<file path="src/rtl/edit_time_fields_if.sv">
// Front-panel time-edit bus: button ticks and RTC time in, edited time, cursor and commit strobe out.
// master drives ticks and current time; slave is the editor.
interface edit_time_fields_if;
   logic       tick_enter;
   logic       tick_up;
   logic       tick_down;
   logic       tick_left;
   logic       tick_right;
   logic [7:0] hh_in;
   logic [7:0] mm_in;
   logic [7:0] ss_in;
   logic [7:0] hh_out;
   logic [7:0] mm_out;
   logic [7:0] ss_out;
   logic [1:0] cursor;
   logic       editing;
   logic       wr_strobe;

   modport master (
      output tick_enter, tick_up, tick_down, tick_left, tick_right,
      output hh_in, mm_in, ss_in,
      input  hh_out, mm_out, ss_out, cursor, editing, wr_strobe
   );

   modport slave (
      input  tick_enter, tick_up, tick_down, tick_left, tick_right,
      input  hh_in, mm_in, ss_in,
      output hh_out, mm_out, ss_out, cursor, editing, wr_strobe
   );
endinterface

</file>
<file path="src/rtl/edit_time_fields.sv">
// Button-driven BCD hh:mm:ss editor with IDLE/EDIT/COMMIT FSM; each tick acts on the next clkr edge,
// wr_strobe pulses one cycle after the closing enter. No backpressure: ticks are single-cycle and never queued.
module edit_time_fields #(
   parameter int HOUR_MAX       = 23,
   parameter int TIMEOUT_CYCLES = 1000
) (
   input  logic              clkr,
   input  logic              resetr,
   edit_time_fields_if.slave tif
);

   localparam int              CW           = (TIMEOUT_CYCLES > 1) ? $clog2(TIMEOUT_CYCLES) : 1;
   localparam logic [CW-1:0]   CNT_LAST     = CW'(TIMEOUT_CYCLES - 1);
   localparam logic [7:0]      HOUR_MAX_BCD = {4'(HOUR_MAX / 10), 4'(HOUR_MAX % 10)};
   localparam logic [7:0]      MS_MAX_BCD   = 8'h59;

   typedef enum logic [1:0] {
      IDLE   = 2'd0,
      EDIT   = 2'd1,
      COMMIT = 2'd2
   } state_t;

   state_t        state_q;
   logic [7:0]    hh_q;
   logic [7:0]    mm_q;
   logic [7:0]    ss_q;
   logic [1:0]    cursor_q;
   logic          editing_q;
   logic          wr_strobe_q;
   logic [CW-1:0] cnt_q;

   logic [7:0]    sel_val;
   logic [7:0]    sel_max;
   logic [7:0]    inc_val;
   logic [7:0]    dec_val;
   logic          any_tick;

   // A field is kept only if both digits are decimal and it does not exceed its maximum.
   function automatic logic [7:0] sanitize(input logic [7:0] v, input logic [7:0] vmax);
      logic [7:0] r;
      r = v;
      if ((v[7:4] > 4'd9) || (v[3:0] > 4'd9) || (v > vmax)) begin
         r = 8'h00;
      end
      return r;
   endfunction

   function automatic logic [7:0] bcd_inc(input logic [7:0] v, input logic [7:0] vmax);
      logic [7:0] r;
      if (v == vmax) begin
         r = 8'h00;
      end else if (v[3:0] == 4'd9) begin
         r = {v[7:4] + 4'd1, 4'd0};
      end else begin
         r = {v[7:4], v[3:0] + 4'd1};
      end
      return r;
   endfunction

   function automatic logic [7:0] bcd_dec(input logic [7:0] v, input logic [7:0] vmax);
      logic [7:0] r;
      if (v == 8'h00) begin
         r = vmax;
      end else if (v[3:0] == 4'd0) begin
         r = {v[7:4] - 4'd1, 4'd9};
      end else begin
         r = {v[7:4], v[3:0] - 4'd1};
      end
      return r;
   endfunction

   always_comb begin
      sel_val = 8'h00;
      sel_max = MS_MAX_BCD;
      case (cursor_q)
         2'd0: begin
            sel_val = hh_q;
            sel_max = HOUR_MAX_BCD;
         end
         2'd1:    sel_val = mm_q;
         2'd2:    sel_val = ss_q;
         default: sel_val = 8'h00;
      endcase
   end

   assign inc_val  = bcd_inc(sel_val, sel_max);
   assign dec_val  = bcd_dec(sel_val, sel_max);
   assign any_tick = tif.tick_enter | tif.tick_up | tif.tick_down | tif.tick_left | tif.tick_right;

   always_ff @(posedge clkr) begin
      if (resetr) begin
         state_q     <= IDLE;
         hh_q        <= 8'h00;
         mm_q        <= 8'h00;
         ss_q        <= 8'h00;
         cursor_q    <= 2'd0;
         editing_q   <= 1'b0;
         wr_strobe_q <= 1'b0;
         cnt_q       <= '0;
      end else begin
         case (state_q)
            IDLE: begin
               wr_strobe_q <= 1'b0;
               if (tif.tick_enter) begin
                  hh_q      <= sanitize(tif.hh_in, HOUR_MAX_BCD);
                  mm_q      <= sanitize(tif.mm_in, MS_MAX_BCD);
                  ss_q      <= sanitize(tif.ss_in, MS_MAX_BCD);
                  cursor_q  <= 2'd0;
                  cnt_q     <= '0;
                  editing_q <= 1'b1;
                  state_q   <= EDIT;
               end
            end

            EDIT: begin
               if (any_tick) begin
                  cnt_q <= '0;
                  // Single action per cycle; lower-priority ticks in the same cycle are dropped.
                  if (tif.tick_enter) begin
                     editing_q   <= 1'b0;
                     wr_strobe_q <= 1'b1;
                     state_q     <= COMMIT;
                  end else if (tif.tick_up || tif.tick_down) begin
                     case (cursor_q)
                        2'd0:    hh_q <= tif.tick_up ? inc_val : dec_val;
                        2'd1:    mm_q <= tif.tick_up ? inc_val : dec_val;
                        2'd2:    ss_q <= tif.tick_up ? inc_val : dec_val;
                        default: ;
                     endcase
                  end else if (tif.tick_left) begin
                     cursor_q <= (cursor_q == 2'd0) ? 2'd2 : cursor_q - 2'd1;
                  end else begin
                     cursor_q <= (cursor_q == 2'd2) ? 2'd0 : cursor_q + 2'd1;
                  end
               end else if (cnt_q == CNT_LAST) begin
                  editing_q <= 1'b0;
                  state_q   <= IDLE;
               end else begin
                  cnt_q <= cnt_q + 1'b1;
               end
            end

            COMMIT: begin
               wr_strobe_q <= 1'b0;
               state_q     <= IDLE;
            end

            default: begin
               editing_q   <= 1'b0;
               wr_strobe_q <= 1'b0;
               state_q     <= IDLE;
            end
         endcase

         // Cursor 3 cannot be reached legitimately; recover on the next edge.
         if (cursor_q == 2'd3) begin
            cursor_q <= 2'd0;
         end
      end
   end

   assign tif.hh_out    = hh_q;
   assign tif.mm_out    = mm_q;
   assign tif.ss_out    = ss_q;
   assign tif.cursor    = cursor_q;
   assign tif.editing   = editing_q;
   assign tif.wr_strobe = wr_strobe_q;

endmodule

</file>
<file path="src/flat_wrapper.sv">
// flat-port wrapper written by rule: the top's interface ports become plain ports
module edit_time_fields_flat 
#(
   parameter int HOUR_MAX       = 23,
   parameter int TIMEOUT_CYCLES = 1000
)
  (clkr, resetr, tif_tick_enter, tif_tick_up, tif_tick_down, tif_tick_left, tif_tick_right, tif_hh_in, tif_mm_in, tif_ss_in, tif_hh_out, tif_mm_out, tif_ss_out, tif_cursor, tif_editing, tif_wr_strobe);
  edit_time_fields_if tif_i ();
  input  logic clkr;
  input  logic resetr;
  input wire logic [$bits(tif_i.tick_enter)-1:0] tif_tick_enter;
  input wire logic [$bits(tif_i.tick_up)-1:0] tif_tick_up;
  input wire logic [$bits(tif_i.tick_down)-1:0] tif_tick_down;
  input wire logic [$bits(tif_i.tick_left)-1:0] tif_tick_left;
  input wire logic [$bits(tif_i.tick_right)-1:0] tif_tick_right;
  input wire logic [$bits(tif_i.hh_in)-1:0] tif_hh_in;
  input wire logic [$bits(tif_i.mm_in)-1:0] tif_mm_in;
  input wire logic [$bits(tif_i.ss_in)-1:0] tif_ss_in;
  output wire logic [$bits(tif_i.hh_out)-1:0] tif_hh_out;
  output wire logic [$bits(tif_i.mm_out)-1:0] tif_mm_out;
  output wire logic [$bits(tif_i.ss_out)-1:0] tif_ss_out;
  output wire logic [$bits(tif_i.cursor)-1:0] tif_cursor;
  output wire logic [$bits(tif_i.editing)-1:0] tif_editing;
  output wire logic [$bits(tif_i.wr_strobe)-1:0] tif_wr_strobe;
  assign tif_i.tick_enter = tif_tick_enter;
  assign tif_i.tick_up = tif_tick_up;
  assign tif_i.tick_down = tif_tick_down;
  assign tif_i.tick_left = tif_tick_left;
  assign tif_i.tick_right = tif_tick_right;
  assign tif_i.hh_in = tif_hh_in;
  assign tif_i.mm_in = tif_mm_in;
  assign tif_i.ss_in = tif_ss_in;
  assign tif_hh_out = tif_i.hh_out;
  assign tif_mm_out = tif_i.mm_out;
  assign tif_ss_out = tif_i.ss_out;
  assign tif_cursor = tif_i.cursor;
  assign tif_editing = tif_i.editing;
  assign tif_wr_strobe = tif_i.wr_strobe;
  edit_time_fields #(.HOUR_MAX(HOUR_MAX), .TIMEOUT_CYCLES(TIMEOUT_CYCLES)) u_core (.clkr(clkr), .resetr(resetr), .tif(tif_i));
endmodule
</file>
<file path="config.mk">
export PLATFORM = sky130hd
export DESIGN_NAME = edit_time_fields_flat
export DESIGN_NICKNAME = d
export VERILOG_FILES = /design/src/rtl/edit_time_fields_if.sv /design/src/rtl/edit_time_fields.sv /design/src/flat_wrapper.sv
export SDC_FILE = /design/constraint.sdc
export NUM_CORES = 1
export LEC_CHECK = 0
export BUFFER_PORTS_ARGS = -buffer_cell sky130_fd_sc_hd__buf_2
export CORE_ASPECT_RATIO = 0.8
export CORE_UTILIZATION = 50
export DETAILED_ROUTE_END_ITERATION = 10
export GPL_TIMING_DRIVEN = 0
export PLACE_DENSITY_LB_ADDON = 0.1
export RECOVER_POWER = 100
export SLEW_MARGIN = 5
export SYNTH_ARGS = -nofsm -noshare
export SYNTH_HDL_FRONTEND = slang
export SYNTH_SLANG_ARGS = --single-unit
</file>
<file path="constraint.sdc">
create_clock -name clkr -period 3.74 [get_ports clkr]
set_input_delay 0.374 -clock clkr [delete_from_list [all_inputs] [get_ports clkr]]
set_output_delay 0.374 -clock clkr [all_outputs]
set_load 0.005 [all_outputs]
</file>
==> results.yml <==
outcome:
  status: "complete, no violations"
sta:
  post-route-min-period_ps: 3570
  setup_viol: 0
  final.setup.tns_ps: 0
  fmaxAchievable_ghz: 0.280
  final-hold-violation-count: 0
  post-route-period-util_pct: 95.4
  finalMaxSlewViolations: 0
  hold_ws_ps: 360
  max_slew_margin_pct: 24.5
  finalClockSkew_ps: 8.69
  setup_slack_ps: 171
  tightest_slew_ps: 1120
placement:
  dp_cells: 462
  portBuffers: 57
  hpwl_um: 6680
  gp_congestion: 0.958
  place_ws_ps: -138
clock_network:
  clockBufferDepth: 2
  cts_root_buf: "clkbuf_8"
  cts_max_level: 2
  cts-hold-fix-buffers: 0
  clk_pin_slew_ps: 80
  cts_tree: "done"
  insertion_delay_ps: 300
  cts_buffers: 5
  clock_sinks: 40
pwr:
  p_leak_nw: 1.23
  vdd_ir_drop_max_uv: 208
  p_per_area_nw_per_um2: 332
yosys:
  async_flop_share_pct: 0
  synth_cells: 343
  synth.largest_area_cell: "dfxtp_1"
  yosysUniqueCellTypes: 63
  syn_area_per_cell_um2: 8.01
  yosysTopAreaCellShare_pct: 29.1
  ys_seq_elements: 40
  synthTopCellsByArea: "dfxtp_1, nor2_1, ha_1"
  synth_area_um2: 2750
  synth_edf_count: 0
  synth-main-ff-cell: "dfxtp_1"
  synth-warning-count: 0
  synth_nets: 385
  ys_seq_area_share_pct: 29.1
global_routing:
  antenna_found_initial: 0
  grtUsageTotal_pct: 31.1
  grt_pass1_vias: 2602
  grt_pass1_wl_um: 13700
  grt_max_degree: 13
  grt_overflow: 0
setup_path:
  path_cells: "inv_1, ha_1, buf_2, a222oi_1, nor2_2, inv_1, ha_1, and2_1, a31oi_2, a211o_1, a22oi_1, a311oi_1"
  reg2reg_depth: 12
  cp_slowest_cell: "a222oi_1"
  crit_required_ps: 3880
  r2r-start: "u_core.tif.cursor[1]$_SDFFE_PP0P_"
  crit_type: "reg -> reg"
  critPathLaunchType: "flip-flop"
  cp_max_fo: 10
  worstSetupEndpointType: "flip-flop"
  r2r_slack_ps: 170
  worstPathArrival_ps: 3700
  max_stage_delay_ps: 620
  rr_endpoint: "u_core.tif.ss_out[6]$_SDFFE_PP0P_"
detailed_routing:
  vias: 3086
  ant_nets: 0
  drt_first_pass_iters: 7
  drc: 0
  routed_wl_um: 8890
  viasPerCell: 6.52
  drt_iter0_markers: 452
  wl_per_cell_um: 18.8
hold_path:
  holdPathStages: 3
  hp-start: "tif_mm_in[1]"
  worstHoldPathType: "in -> reg"
  min_to: "u_core.tif.mm_out[1]$_SDFFE_PP0P_"
finish:
  final_cell_mix: "buf_2, dfxtp_1, nor2_1"
  finalNetCount: 453
  antennaDiodeCount: 0
  layout-drive-gt1-share_pct: 18.5
  final_common_cell: "buf_2"
  final_cells: 473
  fin_util_pct: 62.7
  area_growth_pct: 17.5
floorplanning:
  dieArea_um2: 5800
  die-height_um: 68.3
  die_w_um: 84.9
  rows: 23
  initial_core_util_pct: 53.4
  pin_count: 59
  coreArea_um2: 5150
run:
  drv_cap: 0
## sequential cells by signal, summed over array words and instances, names as in the netlist
name,flops
u_core.cnt_q,10
u_core.tif.hh_out,8
u_core.tif.mm_out,8
u_core.tif.ss_out,8
u_core.state_q,2
u_core.tif.cursor,2
u_core.tif.editing,1
u_core.tif.wr_strobe,1
## cell type report
| class | instances | area (um^2) |
|---|---|---|
| buffer | 20 | 95.1 |
| clock buffer | 5 | 68.8 |
| clock inverter | 2 | 12.5 |
| fill | 448 | 1920 |
| inverter | 11 | 41.3 |
| multi-input combinational | 271 | 1830 |
| sequential | 40 | 801 |
| tap | 62 | 77.6 |
| timing repair buffer | 62 | 303 |
## through the flow
stage          power [mW]  cell area [um^2]
4_1_cts              1.06              3210
5_1_grt              1.12              3230
2_1_floorplan       0.674              2750
6_report             1.07              3230
3_3_place_gp        0.774              3110
3_5_place_dp        0.777              3110
## routing by layer
| metal | GRT usage [%] | up-vias | part of all wire [%] |
|---|---|---|---|
| li1 | - | 1443 | - |
| met1 | 46.6 | 1410 | 47 |
| met2 | 44.6 | 216 | 40 |
| met3 | 6.27 | 17 | 11 |
| met4 | 9.32 | 0 | 1.5 |
| met5 | 0 | - | 0 |
## report_power, final
part / leakage (nW) / total (mW) / switching, mW / internal [mW]
logic: 0.861 / 0.321 / 0.196 / 0.125
registers: 0.326 / 0.470 / 0.0206 / 0.449
clock network: 0.0400 / 0.280 / 0.154 / 0.126
## worst max-delay path, delay by kind of cell, from the launching register on
family,cells,cell delay [ps]
AO/OA/AOI/OAI,5,1590
adder cells (fa/ha/maj),2,540
buffers and inverters,3,540
flip-flops,1,420
AND/OR/NAND/NOR,2,330
## worst max-delay path by stage
stage,start,end,cells after the start
global placement,u_core.tif.cursor[0]$_SDFFE_PP0P_,u_core.tif.hh_out[4]$_SDFFE_PP0P_,12
floorplan,u_core.tif.cursor[0]$_SDFFE_PP0P_,u_core.tif.hh_out[4]$_SDFFE_PP0P_,13
detailed placement,u_core.tif.cursor[0]$_SDFFE_PP0P_,u_core.tif.hh_out[4]$_SDFFE_PP0P_,13
CTS,u_core.tif.cursor[1]$_SDFFE_PP0P_,u_core.tif.ss_out[6]$_SDFFE_PP0P_,15
global route,u_core.tif.cursor[0]$_SDFFE_PP0P_,u_core.tif.ss_out[6]$_SDFFE_PP0P_,12
finish,u_core.tif.cursor[1]$_SDFFE_PP0P_,u_core.tif.ss_out[6]$_SDFFE_PP0P_,12
## cells by family after synthesis
family | Yosys count | share of synthesized area [%]
AND/OR/NAND/NOR | 137 | 25.9
adder cells (fa/ha/maj) | 11 | 5.01
AO/OA/AOI/OAI | 107 | 29.4
buffers and inverters | 32 | 5.10
XOR/XNOR | 10 | 3.19
flip-flops | 40 | 29.1
multiplexers | 6 | 2.28
## synthesized netlist by cell type (all sizes together), types with 7 or more instances
cell / instances
nor2: 41
dfxtp: 40
a21oi: 26
nand2: 22
nor3: 15
clkbuf: 14
a211oi: 13
ha: 11
inv: 11
nand4: 10
nand3: 9
a222oi: 8
a311oi: 8
a31oi: 8
buf: 7
## repair_timing
action	4_1_cts	5_1_grt
pin swaps	1	2
hold endpoints to repair	0	0
resized for setup	1	5
endpoints found under the setup margin	9	15
buffers inserted	2	3
Power figures use the tool's default switching activity.
